--- config.mk ---
export PLATFORM = sky130hd
export DESIGN_NAME = cplx_pair_pipe_flat
export DESIGN_NICKNAME = d
export VERILOG_FILES = /design/src/rtl/cplx_pair_pipe_if.sv /design/src/rtl/cplx_pair_pipe.sv /design/src/flat_wrapper.sv
export SDC_FILE = /design/constraint.sdc
export NUM_CORES = 1
export LEC_CHECK = 0
export CAP_MARGIN = 20
export CORE_UTILIZATION = 39
export CTS_BUF_LIST = sky130_fd_sc_hd__clkbuf_8 sky130_fd_sc_hd__clkbuf_16
export DETAILED_ROUTE_END_ITERATION = 10
export GPL_TIMING_DRIVEN = 1
export PLACE_DENSITY = 0.8
export SYNTH_ARGS = -nofsm -noshare
export SYNTH_HDL_FRONTEND = slang
export SYNTH_SLANG_ARGS = --single-unit
--- constraint.sdc ---
create_clock -name clk -period 2 [get_ports clk]
set_clock_uncertainty 0.1 [all_clocks]
set_input_delay 0.3 -clock clk [delete_from_list [all_inputs] [get_ports clk]]
set_output_delay 0.3 -clock clk [all_outputs]
set_load 0.01 [all_outputs]
--- src/rtl/cplx_pair_pipe_if.sv ---
// Handshake bundle for the complex-pair delay line: input pair, output pair,
// flush and occupancy. The pipe takes the slave side.
interface cplx_pair_pipe_if #(
    parameter int unsigned W     = 32,
    parameter int unsigned DEPTH = 1
);
    localparam int unsigned LW = $clog2(DEPTH + 1);

    logic          flush;
    logic          in_valid;
    logic          in_ready;
    logic [W-1:0]  a_re;
    logic [W-1:0]  a_img;
    logic [W-1:0]  b_re;
    logic [W-1:0]  b_img;
    logic          out_valid;
    logic          out_ready;
    logic [W-1:0]  a1_re;
    logic [W-1:0]  a1_img;
    logic [W-1:0]  b1_re;
    logic [W-1:0]  b1_img;
    logic [LW-1:0] level;

    modport master (
        output flush, in_valid, a_re, a_img, b_re, b_img, out_ready,
        input  in_ready, out_valid, a1_re, a1_img, b1_re, b1_img, level
    );

    modport slave (
        input  flush, in_valid, a_re, a_img, b_re, b_img, out_ready,
        output in_ready, out_valid, a1_re, a1_img, b1_re, b1_img, level
    );
endinterface

--- src/rtl/cplx_pair_pipe.sv ---
// Elastic DEPTH-stage delay line for a complex pair (a, b) with valid/ready
// backpressure, bubble collapsing, synchronous flush and occupancy count.
module cplx_pair_pipe #(
    parameter int unsigned W     = 32,
    parameter int unsigned DEPTH = 1
) (
    input  logic            clk,
    input  logic            rst_n,
    cplx_pair_pipe_if.slave pipe
);
    localparam int unsigned LW = $clog2(DEPTH + 1);

    typedef struct packed {
        logic [W-1:0] a_re;
        logic [W-1:0] a_img;
        logic [W-1:0] b_re;
        logic [W-1:0] b_img;
    } pair_t;

    pair_t            data_q    [DEPTH];
    pair_t            up_data_c [DEPTH];
    logic [DEPTH-1:0] v_q;
    logic [DEPTH-1:0] v_d;
    logic [DEPTH-1:0] en_c;
    logic [DEPTH-1:0] up_v_c;
    logic [DEPTH-1:0] ld_c;
    logic [LW-1:0]    level_q;
    logic [LW-1:0]    level_d;

    // Ready ripples from the output back: a stage advances when empty or when its successor advances.
    always_comb begin
        logic en_next;
        en_next = pipe.out_ready;
        en_c    = '0;
        for (int k = int'(DEPTH) - 1; k >= 0; k--) begin
            en_next = ~v_q[k] | en_next;
            en_c[k] = en_next;
        end
    end

    // What each stage would load: the input pair for stage 0, the previous stage otherwise.
    always_comb begin
        up_v_c = '0;
        for (int k = 0; k < int'(DEPTH); k++) begin
            up_data_c[k] = '0;
        end
        up_v_c[0]    = pipe.in_valid & en_c[0] & ~pipe.flush;
        up_data_c[0] = {pipe.a_re, pipe.a_img, pipe.b_re, pipe.b_img};
        for (int k = 1; k < int'(DEPTH); k++) begin
            up_v_c[k]    = v_q[k-1];
            up_data_c[k] = data_q[k-1];
        end
    end

    // Next valid tags, data load strobes and post-edge population; flush empties every stage.
    always_comb begin
        v_d     = '0;
        ld_c    = '0;
        level_d = '0;
        for (int k = 0; k < int'(DEPTH); k++) begin
            if (!pipe.flush) begin
                v_d[k]  = en_c[k] ? up_v_c[k] : v_q[k];
                ld_c[k] = en_c[k] & up_v_c[k];
            end
            level_d = level_d + LW'(v_d[k]);
        end
    end

    // Stage registers: tags always follow v_d, data only moves when a valid pair arrives.
    always_ff @(posedge clk or negedge rst_n) begin
        if (!rst_n) begin
            v_q     <= '0;
            level_q <= '0;
            for (int k = 0; k < int'(DEPTH); k++) begin
                data_q[k] <= '0;
            end
        end else begin
            v_q     <= v_d;
            level_q <= level_d;
            for (int k = 0; k < int'(DEPTH); k++) begin
                if (ld_c[k]) begin
                    data_q[k] <= up_data_c[k];
                end
            end
        end
    end

    assign pipe.in_ready  = en_c[0] & ~pipe.flush;
    assign pipe.out_valid = v_q[DEPTH-1];
    assign pipe.a1_re     = data_q[DEPTH-1].a_re;
    assign pipe.a1_img    = data_q[DEPTH-1].a_img;
    assign pipe.b1_re     = data_q[DEPTH-1].b_re;
    assign pipe.b1_img    = data_q[DEPTH-1].b_img;
    assign pipe.level     = level_q;
endmodule
--- src/flat_wrapper.sv ---
// flat-port wrapper written by rule: the top's interface ports become plain ports
module cplx_pair_pipe_flat 
#(
    parameter int unsigned W     = 32,
    parameter int unsigned DEPTH = 1
)
  (clk, rst_n, pipe_flush, pipe_in_valid, pipe_a_re, pipe_a_img, pipe_b_re, pipe_b_img, pipe_out_ready, pipe_in_ready, pipe_out_valid, pipe_a1_re, pipe_a1_img, pipe_b1_re, pipe_b1_img, pipe_level);
  cplx_pair_pipe_if #(.W(W), .DEPTH(DEPTH)) pipe_i ();
  input  logic clk;
  input  logic rst_n;
  input wire logic [$bits(pipe_i.flush)-1:0] pipe_flush;
  input wire logic [$bits(pipe_i.in_valid)-1:0] pipe_in_valid;
  input wire logic [$bits(pipe_i.a_re)-1:0] pipe_a_re;
  input wire logic [$bits(pipe_i.a_img)-1:0] pipe_a_img;
  input wire logic [$bits(pipe_i.b_re)-1:0] pipe_b_re;
  input wire logic [$bits(pipe_i.b_img)-1:0] pipe_b_img;
  input wire logic [$bits(pipe_i.out_ready)-1:0] pipe_out_ready;
  output wire logic [$bits(pipe_i.in_ready)-1:0] pipe_in_ready;
  output wire logic [$bits(pipe_i.out_valid)-1:0] pipe_out_valid;
  output wire logic [$bits(pipe_i.a1_re)-1:0] pipe_a1_re;
  output wire logic [$bits(pipe_i.a1_img)-1:0] pipe_a1_img;
  output wire logic [$bits(pipe_i.b1_re)-1:0] pipe_b1_re;
  output wire logic [$bits(pipe_i.b1_img)-1:0] pipe_b1_img;
  output wire logic [$bits(pipe_i.level)-1:0] pipe_level;
  assign pipe_i.flush = pipe_flush;
  assign pipe_i.in_valid = pipe_in_valid;
  assign pipe_i.a_re = pipe_a_re;
  assign pipe_i.a_img = pipe_a_img;
  assign pipe_i.b_re = pipe_b_re;
  assign pipe_i.b_img = pipe_b_img;
  assign pipe_i.out_ready = pipe_out_ready;
  assign pipe_in_ready = pipe_i.in_ready;
  assign pipe_out_valid = pipe_i.out_valid;
  assign pipe_a1_re = pipe_i.a1_re;
  assign pipe_a1_img = pipe_i.a1_img;
  assign pipe_b1_re = pipe_i.b1_re;
  assign pipe_b1_img = pipe_i.b1_img;
  assign pipe_level = pipe_i.level;
  cplx_pair_pipe #(.W(W), .DEPTH(DEPTH)) u_core (.clk(clk), .rst_n(rst_n), .pipe(pipe_i));
endmodule
Yosys cells after proc, flatten, opt, wreduce, memory -nomap -nowiden
Index checks and enable logic that the tools add are counted.
{"block": "classes", "add_sub_neg": 0, "n_mul": 0, "n_div": 0, "order_cmp": 0, "n_eq_ne": 0, "shift": 0, "n_mux": 3, "bitwise": 7, "n_reduce_logical": 1}
{"op": "$and A1 B1 Y1", "n": 4}
{"op": "$mux W1", "n": 3}
{"op": "$not A1 Y1", "n": 2}
{"op": "$reduce_bool A2 Y1", "n": 1}
{"op": "$or A1 B1 Y1", "n": 1}
{"block": "totals", "reg_bits": 129, "latch_bits": 0, "mem_bits_rw": 0, "mem_bits_ro": 0, "input_bits": 133, "output_inout_bits": 131, "wordCells": 16, "memories": 0}

Depth between registers and ports, before layout
Gate-level depths: netlist (run 1).
{"block": "logic_depth", "ltp_word": 6, "ltp_mapped": 5, "ltp_nobuf": 3}

Worst setup path before layout (run 1)
Ideal clock, no wire load.
{"block": "synth_timing", "kind": "register to register", "from": "register u_core.v_q (netlist: u_core.pipe.out_valid)", "to": "register u_core.data_q, in the netlist u_core.pipe.b1_img[10]", "setup_time_ns": 0.125, "arrival_ns": 1.400, "required_ns": 1.775, "slack_ns": 0.376, "path_stages_with_launch": 6, "n_path_buf": 2, "synth_period_minus_slack_ns": 1.624, "cell_sequence": "dfrtp_1 nor2b_4 nor3b_4 buf_4 buf_12 mux2_2"}
{"block": "synth_between", "elab_chain_cells": 6}
{"element": "start, declared", "line": "cplx_pair_pipe.sv:22", "text": "logic [DEPTH-1:0] v_q;"}
{"element": "start signal, assigned", "line": "cplx_pair_pipe.sv:78", "text": "v_q <= v_d;"}
{"element": "$not A1 Y1 (*)", "line": "cplx_pair_pipe.sv:36", "text": "en_next = ~v_q[k] | en_next;"}
{"element": "$or A1 B1 Y1 (*)", "line": "cplx_pair_pipe.sv:36"}
{"element": "$and A1 B1 Y1 (2 in a row)", "line": "cplx_pair_pipe.sv:47", "text": "up_v_c[0] = pipe.in_valid & en_c[0] & ~pipe.flush;"}
{"element": "$and A1 B1 Y1 (*)", "line": "cplx_pair_pipe.sv:63", "text": "ld_c[k] = en_c[k] & up_v_c[k];"}
{"element": "$mux W1 (*)", "line": "cplx_pair_pipe.sv:61", "text": "if (!pipe.flush) begin"}
{"element": "end signal, assigned by index", "line": "cplx_pair_pipe.sv:82", "text": "data_q[k] <= up_data_c[k];"}
{"element": "end, declared", "line": "cplx_pair_pipe.sv:20", "text": "pair_t data_q [DEPTH];"}
Mark *: on every way between the ends. The rest lies on a longest branch, timed or not.
A chain may end at the register's enable or synchronous reset.

Final worst setup path (run 1)
{"block": "layout_timing", "from": "register u_core.v_q (netlist: u_core.pipe.out_valid)", "to": "output port pipe_in_ready"}
{"block": "layout_between", "elab_chain_cells": 3}
{"element": "$not A1 Y1", "line": "cplx_pair_pipe.sv:36"}
{"element": "$or A1 B1 Y1", "line": "cplx_pair_pipe.sv:36"}
{"element": "$and A1 B1 Y1", "line": "cplx_pair_pipe.sv:88", "text": "assign pipe.in_ready = en_c[0] & ~pipe.flush;"}
{"element": "end, declared", "line": "flat_wrapper.sv:18", "text": "output wire logic [$bits(pipe_i.in_ready)-1:0] pipe_in_ready;"}
Every way passes these cells.

==> summary.md, run 1 <==
| Metric | Value |
|---|---|
| Outcome | `finished, final reports clean` |
| Vias in the first global route | `3,691` |
| Grt ovf | `0` |
| Post-CTS Setup Inserts | `0` |
| Clock Tree Buf Depth | `2` |
| Final period utilization | `88.1%` |
| Worst skew pair latency | `400 ps` |
| Vias per inst | `4.66` |
| Mapped Nets | `410` |
| Share of layout cells above drive strength 1 | `30.2%` |
| Normalized max-slew margin | `79.2%` |
| # IOs | `264` |
| Final HPWL DP | `9.65 mm` |
| Detail Route Antenna Nets | `0` |
| Syn Inst Count | `277` |
| Slew Limit Fails | `0` |
| Core Box Area | `0.0121 mm^2` |
| # Max-Cap Violations | `0` |
| Final hold vios | `0` |
| Most frequent cells in the layout | `261 x clkdlybuf4s50_1, 129 x dfrtp_1, 128 x mux2_2` |
| Initial antenna violation count | `0` |
| GP Congestion | `0.766` |
| CTS root buf | `clkbuf_16` |
| Num CTS Buffers | `17` |
| Fillcell total | `882` |
| Highest clock rate | `567 MHz` |
| Multi-input gate area | `0.00149 mm^2` |
| Hold Crit Class | `in -> async` |
| First-pass GRT wire length | `19.3 mm` |
| DRC | `0` |
| Initial Util | `40.4%` |
| Worst vdd ir | `0.630 mV` |
| Die W | `114 um` |
| Worst-path clk slew | `50 ps` |
| R2R depth | `5` |
| Largest net degree at the start of global routing | `56` |
| Row cnt | `40` |
| Setup Crit Path Kind | `reg -> out` |
| WL per Instance | `17.1 um` |
| Critical path required time | `1600 ps` |
| Final hold slack | `231 ps` |
| H-tree Lvls | `4` |
| Setup tns final | `0 ps` |
| Critical path peak fanout | `3` |
| Most common cell after layout, fill and taps aside | `clkdlybuf4s50_1` |
| Syn-to-layout area delta | `69.5%` |
| Period minus WS final | `1760 ps` |
| ANT cells | `0` |
| Final WL | `12.7 mm` |
| Vias | `3,451` |
| Synth area leaders | `dfrtp_1 66%, mux2_2 29%, buf_6 2.5%` |
| CTS tree | `built` |
| Full die area | `0.0130 mm^2` |
| 1st-iter DRT viols | `136` |
| Net count, final | `693` |
| Top-area cell type share of the netlist area | `66.0%` |
| PortBufs | `263` |
| Startpoint Class | `flop` |
| Die Y | `114 um` |
| FF+latch area | `0.00323 mm^2` |
| Final setup fails | `0` |
| # clock sinks | `129` |
| Total GRT Usage | `20.0%` |
| Slew @ Worst Pin | `311 ps` |
| Fin util | `68.5%` |
| Leak pwr | `0.00344 uW` |
| Overall Power | `8070 uW` |
| Cell taking the most area after synthesis | `dfrtp_1` |
| RSZ-0062 raised after global routing | `no` |
| Synth Cell Area | `0.00489 mm^2` |
| Yosys warning count | `0` |
| Arrival time of the worst setup path | `1360 ps` |
| Register bit total from synthesis | `129` |
| Register area share after synthesis | `66.0%` |
| Crit. End Element | `output pin` |
| Pwr/cell area | `974 mW/mm^2` |
| Syn avg cell area | `17.7 um^2` |
| Post-synth cell types | `8` |
| First-pass detailed-route iteration total | `4` |
## flip-flops by register name (all words and copies together), names as in the netlist
name and flops:
u_core.pipe.b1_img 32, u_core.pipe.out_valid 1, u_core.pipe.a1_re 32, u_core.pipe.b1_re 32, u_core.pipe.a1_img 32
## synthesized netlist by cell type
cell / instances
buf_6: 11
nor3b_4: 1
mux2_2: 128
buf_4: 2
nor2_1: 3
buf_12: 2
dfrtp_1: 129
nor2b_4: 1
## metrics by stage
step,cell area [um^2],setup slack [ps],std cells
2_1_floorplan,4890,376,277
3_3_place_gp,7750,-33.9,708
3_5_place_dp,7750,-53.7,708
4_1_cts,8290,221,741
5_1_grt,8290,176,741
6_report,8290,237,741
## power by group
part | switching [uW] | leakage, uW | internal, uW
registers | 234 | 0.00152 | 3060
logic | 706 | 0.00163 | 1360
clock network | 1040 | 0.000288 | 1670
## per-layer routing
metal	GRT usage (%)	wire length, um	vias to the layer above
li1	-	-	1542
met5	0	0	-
met4	8.83	242	0
met1	19.9	4340	1718
met3	8.93	1220	23
met2	35.9	6870	168
## critical path: stages, from the launching register on
cell and delay [ps]:
dfrtp_1 400, nor2b_4 150, nor2_1 100, dlygate4sd2_1 310
## logic make-up (layout without fill, tap and decap cells)
group         Yosys count  in the layout  synth area share, %
flops                 129            129                 66.0
buf+inv                15            311                 3.66
simple gates            5              5                0.895
mux                   128            128                 29.5
## area by class of cell
class,count,share of cell area (%)
multi-input combinational,133,17.9
tap,168,2.54
clock inverter,11,0.589
clock buffer,21,5.79
sequential,129,38.9
timing repair buffer,279,34.2
## repair_timing
| action | in CTS | in global routing |
|---|---|---|
| endpoints found under the hold margin | 19 | 0 |
| setup endpoints to repair | 1 | 0 |
| hold buffers | 1 | 0 |
| gates resized for setup | 1 | 0 |
## final timing paths
check	start	slack, ps	end
max	u_core.pipe.out_valid	240	pipe_in_ready
min	rst_n	230	u_core.pipe.b1_re[8]
max reg2reg	u_core.pipe.out_valid	270	u_core.pipe.a1_img[7]
min reg2reg	u_core.pipe.a1_re[20]	400	u_core.pipe.a1_re[20]
max in group asynchronous	rst_n	990	u_core.pipe.a1_img[24]
min in group clk	pipe_a_re[16]	400	u_core.pipe.a1_re[16]
Power figures use the tool's default switching activity.
==> run 2: changes to the inputs <==
--- a/config.mk
+++ b/config.mk
@@ -5,12 +5,13 @@
 export SDC_FILE = /design/constraint.sdc
 export NUM_CORES = 1
 export LEC_CHECK = 0
+export ABC_AREA = 1
 export CAP_MARGIN = 20
-export CORE_UTILIZATION = 39
+export CORE_UTILIZATION = 41
 export CTS_BUF_LIST = sky130_fd_sc_hd__clkbuf_8 sky130_fd_sc_hd__clkbuf_16
 export DETAILED_ROUTE_END_ITERATION = 10
 export GPL_TIMING_DRIVEN = 1
-export PLACE_DENSITY = 0.8
+export PLACE_DENSITY = 0.81
 export SYNTH_ARGS = -nofsm -noshare
 export SYNTH_HDL_FRONTEND = slang
 export SYNTH_SLANG_ARGS = --single-unit
==> summary.md, run 2 <==
| Metric | Value |
|---|---|
| Outcome | `finished, final reports clean (unchanged)` |
| Critical path peak fanout | `4 (was 3)` |
| Slew Limit Fails | `0 (unchanged)` |
| # Max-Cap Violations | `0 (unchanged)` |
| Post-synth cell types | `13 (was 8)` |
| Worst vdd ir | `0.625 mV (was 0.630 mV)` |
| Syn Inst Count | `576 (was 277)` |
| 1st-iter DRT viols | `369 (was 136)` |
| WL per Instance | `16.4 um (was 17.1 um)` |
| Row cnt | `41 (was 40)` |
| Mapped Nets | `709 (was 410)` |
| Most common cell after layout, fill and taps aside | `clkdlybuf4s50_1 (unchanged)` |
| Hold Crit Class | `in -> async (unchanged)` |
| Top-area cell type share of the netlist area | `59.9% (was 66.0%)` |
| Delay-heaviest family, CP | `buffers and inverters (was flip-flops)` |
| Synth area leaders | `dfrtp_1 60%, nand2_1 18%, nand4_1 15% (was dfrtp_1 66%, mux2_2 29%, buf_6 2.5%)` |
| Fillcell total | `1,006 (was 882)` |
| Final WL | `16.3 mm (was 12.7 mm)` |
| Place WS | `103 ps (was -53.7 ps)` |
| First-pass GRT wire length | `24.7 mm (was 19.3 mm)` |
| Most frequent cell after synthesis | `nand2_1 (was dfrtp_1)` |
| Vias | `5,177 (was 3,451)` |
| Vias in the first global route | `4,998 (was 3,691)` |
| # IOs | `264 (unchanged)` |
| Register bit total from synthesis | `129 (unchanged)` |
| Pwr/cell area | `933 mW/mm^2 (was 974 mW/mm^2)` |
| Worst-path clk slew | `60 ps (was 50 ps)` |
| Net count, final | `947 (was 693)` |
| Normalized max-slew margin | `56.8% (was 79.2%)` |
| Full die area | `0.0136 mm^2 (was 0.0130 mm^2)` |
| Detail Route Antenna Nets | `0 (unchanged)` |
| Highest clock rate | `518 MHz (was 567 MHz)` |
| Overall Power | `8070 uW (about the same)` |
| CTS tree | `built (unchanged)` |
| Share of layout cells above drive strength 1 | `5.33% (was 30.2%)` |
| Crit. End Element | `output pin (unchanged)` |
| Fin util | `67.9% (was 68.5%)` |
| Finished Cell Area | `0.00864 mm^2 (was 0.00829 mm^2)` |
| Total GRT Usage | `24.1% (was 20.0%)` |
| Worst skew pair latency | `410 ps (was 400 ps)` |
| # clock sinks | `129 (unchanged)` |
| Slew @ Worst Pin | `649 ps (was 311 ps)` |
| Die W | `117 um (was 114 um)` |
| Core Box Area | `0.0127 mm^2 (was 0.0121 mm^2)` |
| Final HPWL DP | `10.9 mm (was 9.65 mm)` |
| Clock Tree Buf Depth | `2 (unchanged)` |
| PortBufs | `263 (unchanged)` |
| Crit path cell chain | `a21oi_1, clkdlybuf4s50_1 (was nor2b_4, nor2_1, dlygate4sd2_1)` |
| Arrival time of the worst setup path | `1530 ps (was 1360 ps)` |
| Most frequent cells in the layout | `261 x clkdlybuf4s50_1, 256 x nand2_1, 129 x dfrtp_1 (was 261 x clkdlybuf4s50_1, 129 x dfrtp_1, 128 x mux2_2)` |
| Setup tns final | `0 ps (unchanged)` |
| Period minus WS final | `1930 ps (was 1760 ps)` |
| Grt ovf | `0 (unchanged)` |
| Startpoint Class | `flop (unchanged)` |
| CP max stage cell | `clkdlybuf4s50_1 (was dfrtp_1)` |
| Placed Area | `0.00807 mm^2 (was 0.00775 mm^2)` |
| Ys flop type | `dfrtp_1 (unchanged)` |
| Final hold vios | `0 (unchanged)` |
| RSZ-0062 raised after global routing | `no (unchanged)` |
| Die Y | `117 um (was 114 um)` |
| Initial antenna violation count | `0 (unchanged)` |
| Post-cts sizing count | `0 (was 1)` |
| Post-synth EDFFs | `0 (unchanged)` |
| Syn-to-layout area delta | `60.3% (was 69.5%)` |
| Async set-reset flop share out of synthesis | `100% (unchanged)` |
| Synth Cell Area | `0.00539 mm^2 (was 0.00489 mm^2)` |
| Register area share after synthesis | `59.9% (was 66.0%)` |
| Critical path buffer and inverter count | `1 (unchanged)` |
| Critical path required time | `1600 ps (about the same)` |
| Slowest cell delay on critical path | `540 ps (was 400 ps)` |
| CTS root buf | `clkbuf_16 (unchanged)` |
| Yosys warning count | `0 (unchanged)` |
| First-pass detailed-route iteration total | `4 (unchanged)` |
| Final period utilization | `96.5% (was 88.1%)` |
| Final setup fails | `0 (unchanged)` |
| DRC | `0 (unchanged)` |
| Cell taking the most area after synthesis | `dfrtp_1 (unchanged)` |
| H-tree Lvls | `4 (unchanged)` |
| Syn avg cell area | `9.36 um^2 (was 17.7 um^2)` |
| Num CTS Buffers | `17 (unchanged)` |
| Vias per inst | `5.19 (was 4.66)` |
| Worst setup margin | `69.6 ps (was 237 ps)` |
| GP Congestion | `0.747 (was 0.766)` |
| Setup Crit Path Kind | `reg -> out (unchanged)` |
| Largest net degree at the start of global routing | `130 (was 56)` |
| Top post-synthesis cells by count | `256 x nand2_1, 129 x dfrtp_1, 128 x nand4_1, 39 x buf_2, 12 x buf_6 (was 129 x dfrtp_1, 128 x mux2_2, 11 x buf_6, 3 x nor2_1)` |
| Leak pwr | `0.00410 uW (was 0.00344 uW)` |
| Initial Util | `42.4% (was 40.4%)` |
## run 2: cell count changes in the layout (fill, tap and decap cells not counted), sizes merged, moves of 2 or more
cell    before  now
buf         16   14
clkinv       6    3
mux2       128    0
nand2        0  257
nand4        0  128
nor2         3    0
## run 2: area by class of cell
type / count / area (um^2) / area share (%)
sequential: 129 / 3230 / 37.4
timing repair buffer: 276 / 2830 / 32.7
multi-input combinational: 388 / 1800 / 20.8
clock buffer: 22 / 494 / 5.72
tap: 172 / 215 / 2.49
clock inverter: 8 / 63.8 / 0.738
inverter: 2 / 10.0 / 0.116
antenna: 1 / 2.50 / 0.0290
## run 2: final timing paths
check,from,end,slack [ps],depth (start not counted)
max in group asynchronous,rst_n,u_core.pipe.a1_re[24],900,3
worst min-delay path,rst_n,u_core.pipe.b1_img[9],270,2
worst max register to register,u_core.pipe.out_valid,u_core.pipe.a1_re[24],480,4
min in group clk,pipe_in_valid,u_core.pipe.b1_img[7],310,4
worst min register to register,u_core.pipe.b1_re[27],u_core.pipe.b1_re[27],370,2
worst max-delay path,u_core.pipe.out_valid,pipe_in_ready,70,2
## run 2: layer usage
| metal | track usage (%) | part of all wire [%] |
|---|---|---|
| met1 | 26.6 | 38 |
| met2 | 42.0 | 52 |
| met3 | 7.73 | 7.3 |
| met4 | 11.7 | 2.6 |
| met5 | 0 | 0 |
## run 2: metrics by stage
stage | std cells | hold WS, ps
finish | 998 | 273
global route | 997 | 319
CTS | 997 | 282
detailed placement | 966 | 184
global placement | 966 | 167
floorplan | 576 | -95.6
## run 2: cells by family (layout without fill, tap and decap cells)
group / after synthesis / in the layout / synth area share, %
AND/OR/NAND/NOR: 386 / 386 / 33.0
AO/OA/AOI/OAI: 2 / 2 / 0.185
buffers and inverters: 59 / 308 / 6.96
flip-flops: 129 / 129 / 59.9
other: 0 / 1 / 0
## run 2: power by group
group / switching, uW / internal (uW)
Combinational: 866 / 1090
Clock: 1050 / 1840
Sequential: 222 / 3000
Total: 2140 / 5930
## run 2: repair_timing
action,in CTS,in global routing
hold endpoints to repair,26,0
setup buffers,0,0
hold buffers,1,0
==> run 3: changes to the inputs <==
--- a/config.mk
+++ b/config.mk
@@ -5,13 +5,13 @@
 export SDC_FILE = /design/constraint.sdc
 export NUM_CORES = 1
 export LEC_CHECK = 0
-export ABC_AREA = 1
+export ABC_AREA = 0
 export CAP_MARGIN = 20
-export CORE_UTILIZATION = 41
+export CORE_UTILIZATION = 39
 export CTS_BUF_LIST = sky130_fd_sc_hd__clkbuf_8 sky130_fd_sc_hd__clkbuf_16
 export DETAILED_ROUTE_END_ITERATION = 10
 export GPL_TIMING_DRIVEN = 1
-export PLACE_DENSITY = 0.81
+export PLACE_DENSITY = 0.8
 export SYNTH_ARGS = -nofsm -noshare
 export SYNTH_HDL_FRONTEND = slang
 export SYNTH_SLANG_ARGS = --single-unit
==> results of run 3 <==
No change in the layout: final DEF, timing and power equal those of run 1.
==> variant: new RTL, config.mk and constraints of run 1 <==
`W` is set to 32 in 3 places; all go to 28.
--- a/src/rtl/cplx_pair_pipe_if.sv
+++ b/src/rtl/cplx_pair_pipe_if.sv
@@ -2,5 +2,5 @@
 // flush and occupancy. The pipe takes the slave side.
 interface cplx_pair_pipe_if #(
-    parameter int unsigned W     = 32,
+    parameter int unsigned W     = 28,
     parameter int unsigned DEPTH = 1
 );
--- a/src/rtl/cplx_pair_pipe.sv
+++ b/src/rtl/cplx_pair_pipe.sv
@@ -2,5 +2,5 @@
 // backpressure, bubble collapsing, synchronous flush and occupancy count.
 module cplx_pair_pipe #(
-    parameter int unsigned W     = 32,
+    parameter int unsigned W     = 28,
     parameter int unsigned DEPTH = 1
 ) (
--- a/src/flat_wrapper.sv
+++ b/src/flat_wrapper.sv
@@ -2,5 +2,5 @@
 module cplx_pair_pipe_flat 
 #(
-    parameter int unsigned W     = 32,
+    parameter int unsigned W     = 28,
     parameter int unsigned DEPTH = 1
 )
Interface: changed (8 resized); port bits go from 264 to 232. The function was not compared with the original's and may differ.
==> variant against run 1 <==
  * Power decreased by 9.5%
  * Sequential cell count decreased by 16
  * Count of clock-buffer cells in the layout unchanged
  * Die area decreased by 13%
  * Worst setup slack got worse by 0.097 ns
  * Wire length decreased by 16%
  * Design area decreased by 11%
  * Area after synthesis decreased by 13%
  * Highest routed layer unchanged
==> variant: results <==
metrics = {
    "cts": {
        "clkLatencyLatePin_ns": 0.50,
        "root_buffer": "clkbuf_8",
    },
    "logic_synthesis": {
        "yosys-top-cells-count": "113 x dfrtp_1, 80 x mux2_1, 32 x mux2_2",
        "ys_types": 9,
        "synth_mux_area_share_pct": 29.7,
        "synth_fa_ha_area_share_pct": 0,
        "synthTopCellsByArea": "dfrtp_1 67%, mux2_1 21%, mux2_2 8.5%",
        "ys_seq_area_share_pct": 66.6,
        "synthesis.nets": 360,
    },
    "placed_design": {
        "placedInstanceArea_mm2": 0.00681,
        "port_buffers": 231,
        "hpwl_um": 7930,
        "place_congestion": 0.700,
    },
    "detailed_routing": {
        "drt_iter0_markers": 55,
        "first_pass_iters": 3,
        "route.final.wire_length_um": 10700,
        "dr_total_vias": 3021,
    },
    "worst_setup_path": {
        "worstPathArrival_ns": 1.46,
        "slowest_delay_ns": 0.37,
    },
    "timing": {
        "slew_headroom_pct": 73.4,
        "finalHoldWorstSlack_ns": 0.162,
    },
    "final_layout": {
        "diodes": 0,
        "final_nets": 613,
    },
    "global_route": {
        "track_usage_pct": 20.1,
        "grt_pass1_wl_um": 17000,
        "grt_pass1_vias": 3294,
    },
    "pwr": {
        "ir_drop_uv": 490,
        "leakagePower_uw": 0.00308,
    },
    "status": {
        "status": "finished, final reports clean",
    },
}
-- variant: changes by cell type after synthesis, sizes merged --
cell / run 1 / this run
buf: 15 / 13
mux2: 128 / 112
dfrtp: 129 / 113
-- variant: worst max-delay path, delay by kind of cell (launching register included) --
| family | cells | cell delay [ns] |
|---|---|---|
| buffers and inverters | 1 | 0.28 |
| flip-flops | 1 | 0.37 |
| AND/OR/NAND/NOR | 2 | 0.31 |
-- variant: cell type report --
cell class / count / area [um^2]
fillers: 745 / 3060
flip-flops and latches: 113 / 2830
repair buffers: 247 / 2520
multi-input cells: 117 / 1300
clock buffers: 21 / 469
well taps: 136 / 170
clock inverters: 10 / 70.1
-- variant: worst paths after layout --
path,startpoint,end,depth (start not counted)
worst max-delay path,u_core.pipe.out_valid,pipe_in_ready,3
worst min-delay path,rst_n,u_core.pipe.b1_img[14],2
worst max register to register,u_core.pipe.out_valid,u_core.pipe.b1_re[17],5
worst min register to register,u_core.pipe.a1_img[0],u_core.pipe.a1_img[0],1
max in group asynchronous,rst_n,u_core.pipe.a1_img[7],3
min in group clk,pipe_a_img[5],u_core.pipe.a1_img[5],2
-- variant: power by group --
part | internal [uW] | switching [uW]
clock | 1740 | 952
sequential | 2680 | 193
combinational | 1130 | 609
total | 5550 | 1750
-- variant: repair_timing --
item | CTS | global route
setup endpoints to repair | 1 | 0
hold endpoints to repair | 33 | 0
resized for setup | 1 | 0
hold buffers | 1 | 0
-- variant: metrics by stage --
step | std cells | TNS (ns) | power [uW] | setup WS, ns | util (%)
floorplan | 243 | 0 | 3450 | 0.327 | -
global placement | 612 | 0 | 4610 | 0.0310 | 65.4
detailed placement | 612 | -0.0305 | 4660 | -0.00908 | 65.4
CTS | 644 | 0 | 7400 | 0.0980 | 70.6
global route | 644 | 0 | 7660 | 0.0390 | 70.6
finish | 644 | 0 | 7300 | 0.140 | 70.6
-- variant: routing by layer --
layer	global-route usage (%)	vias to the layer above	wire, um
met5	0	-	0
met1	21.7	1509	3950
met2	35.2	136	5690
met3	7.79	14	903
li1	-	1362	-
met4	8.33	0	141
-- variant: cell families (layout without fill, tap and decap cells) --
logic type	Yosys count	after routing
AND/OR/NAND/NOR	5	5
flip-flops	113	113
buffers and inverters	13	278
multiplexers	112	112
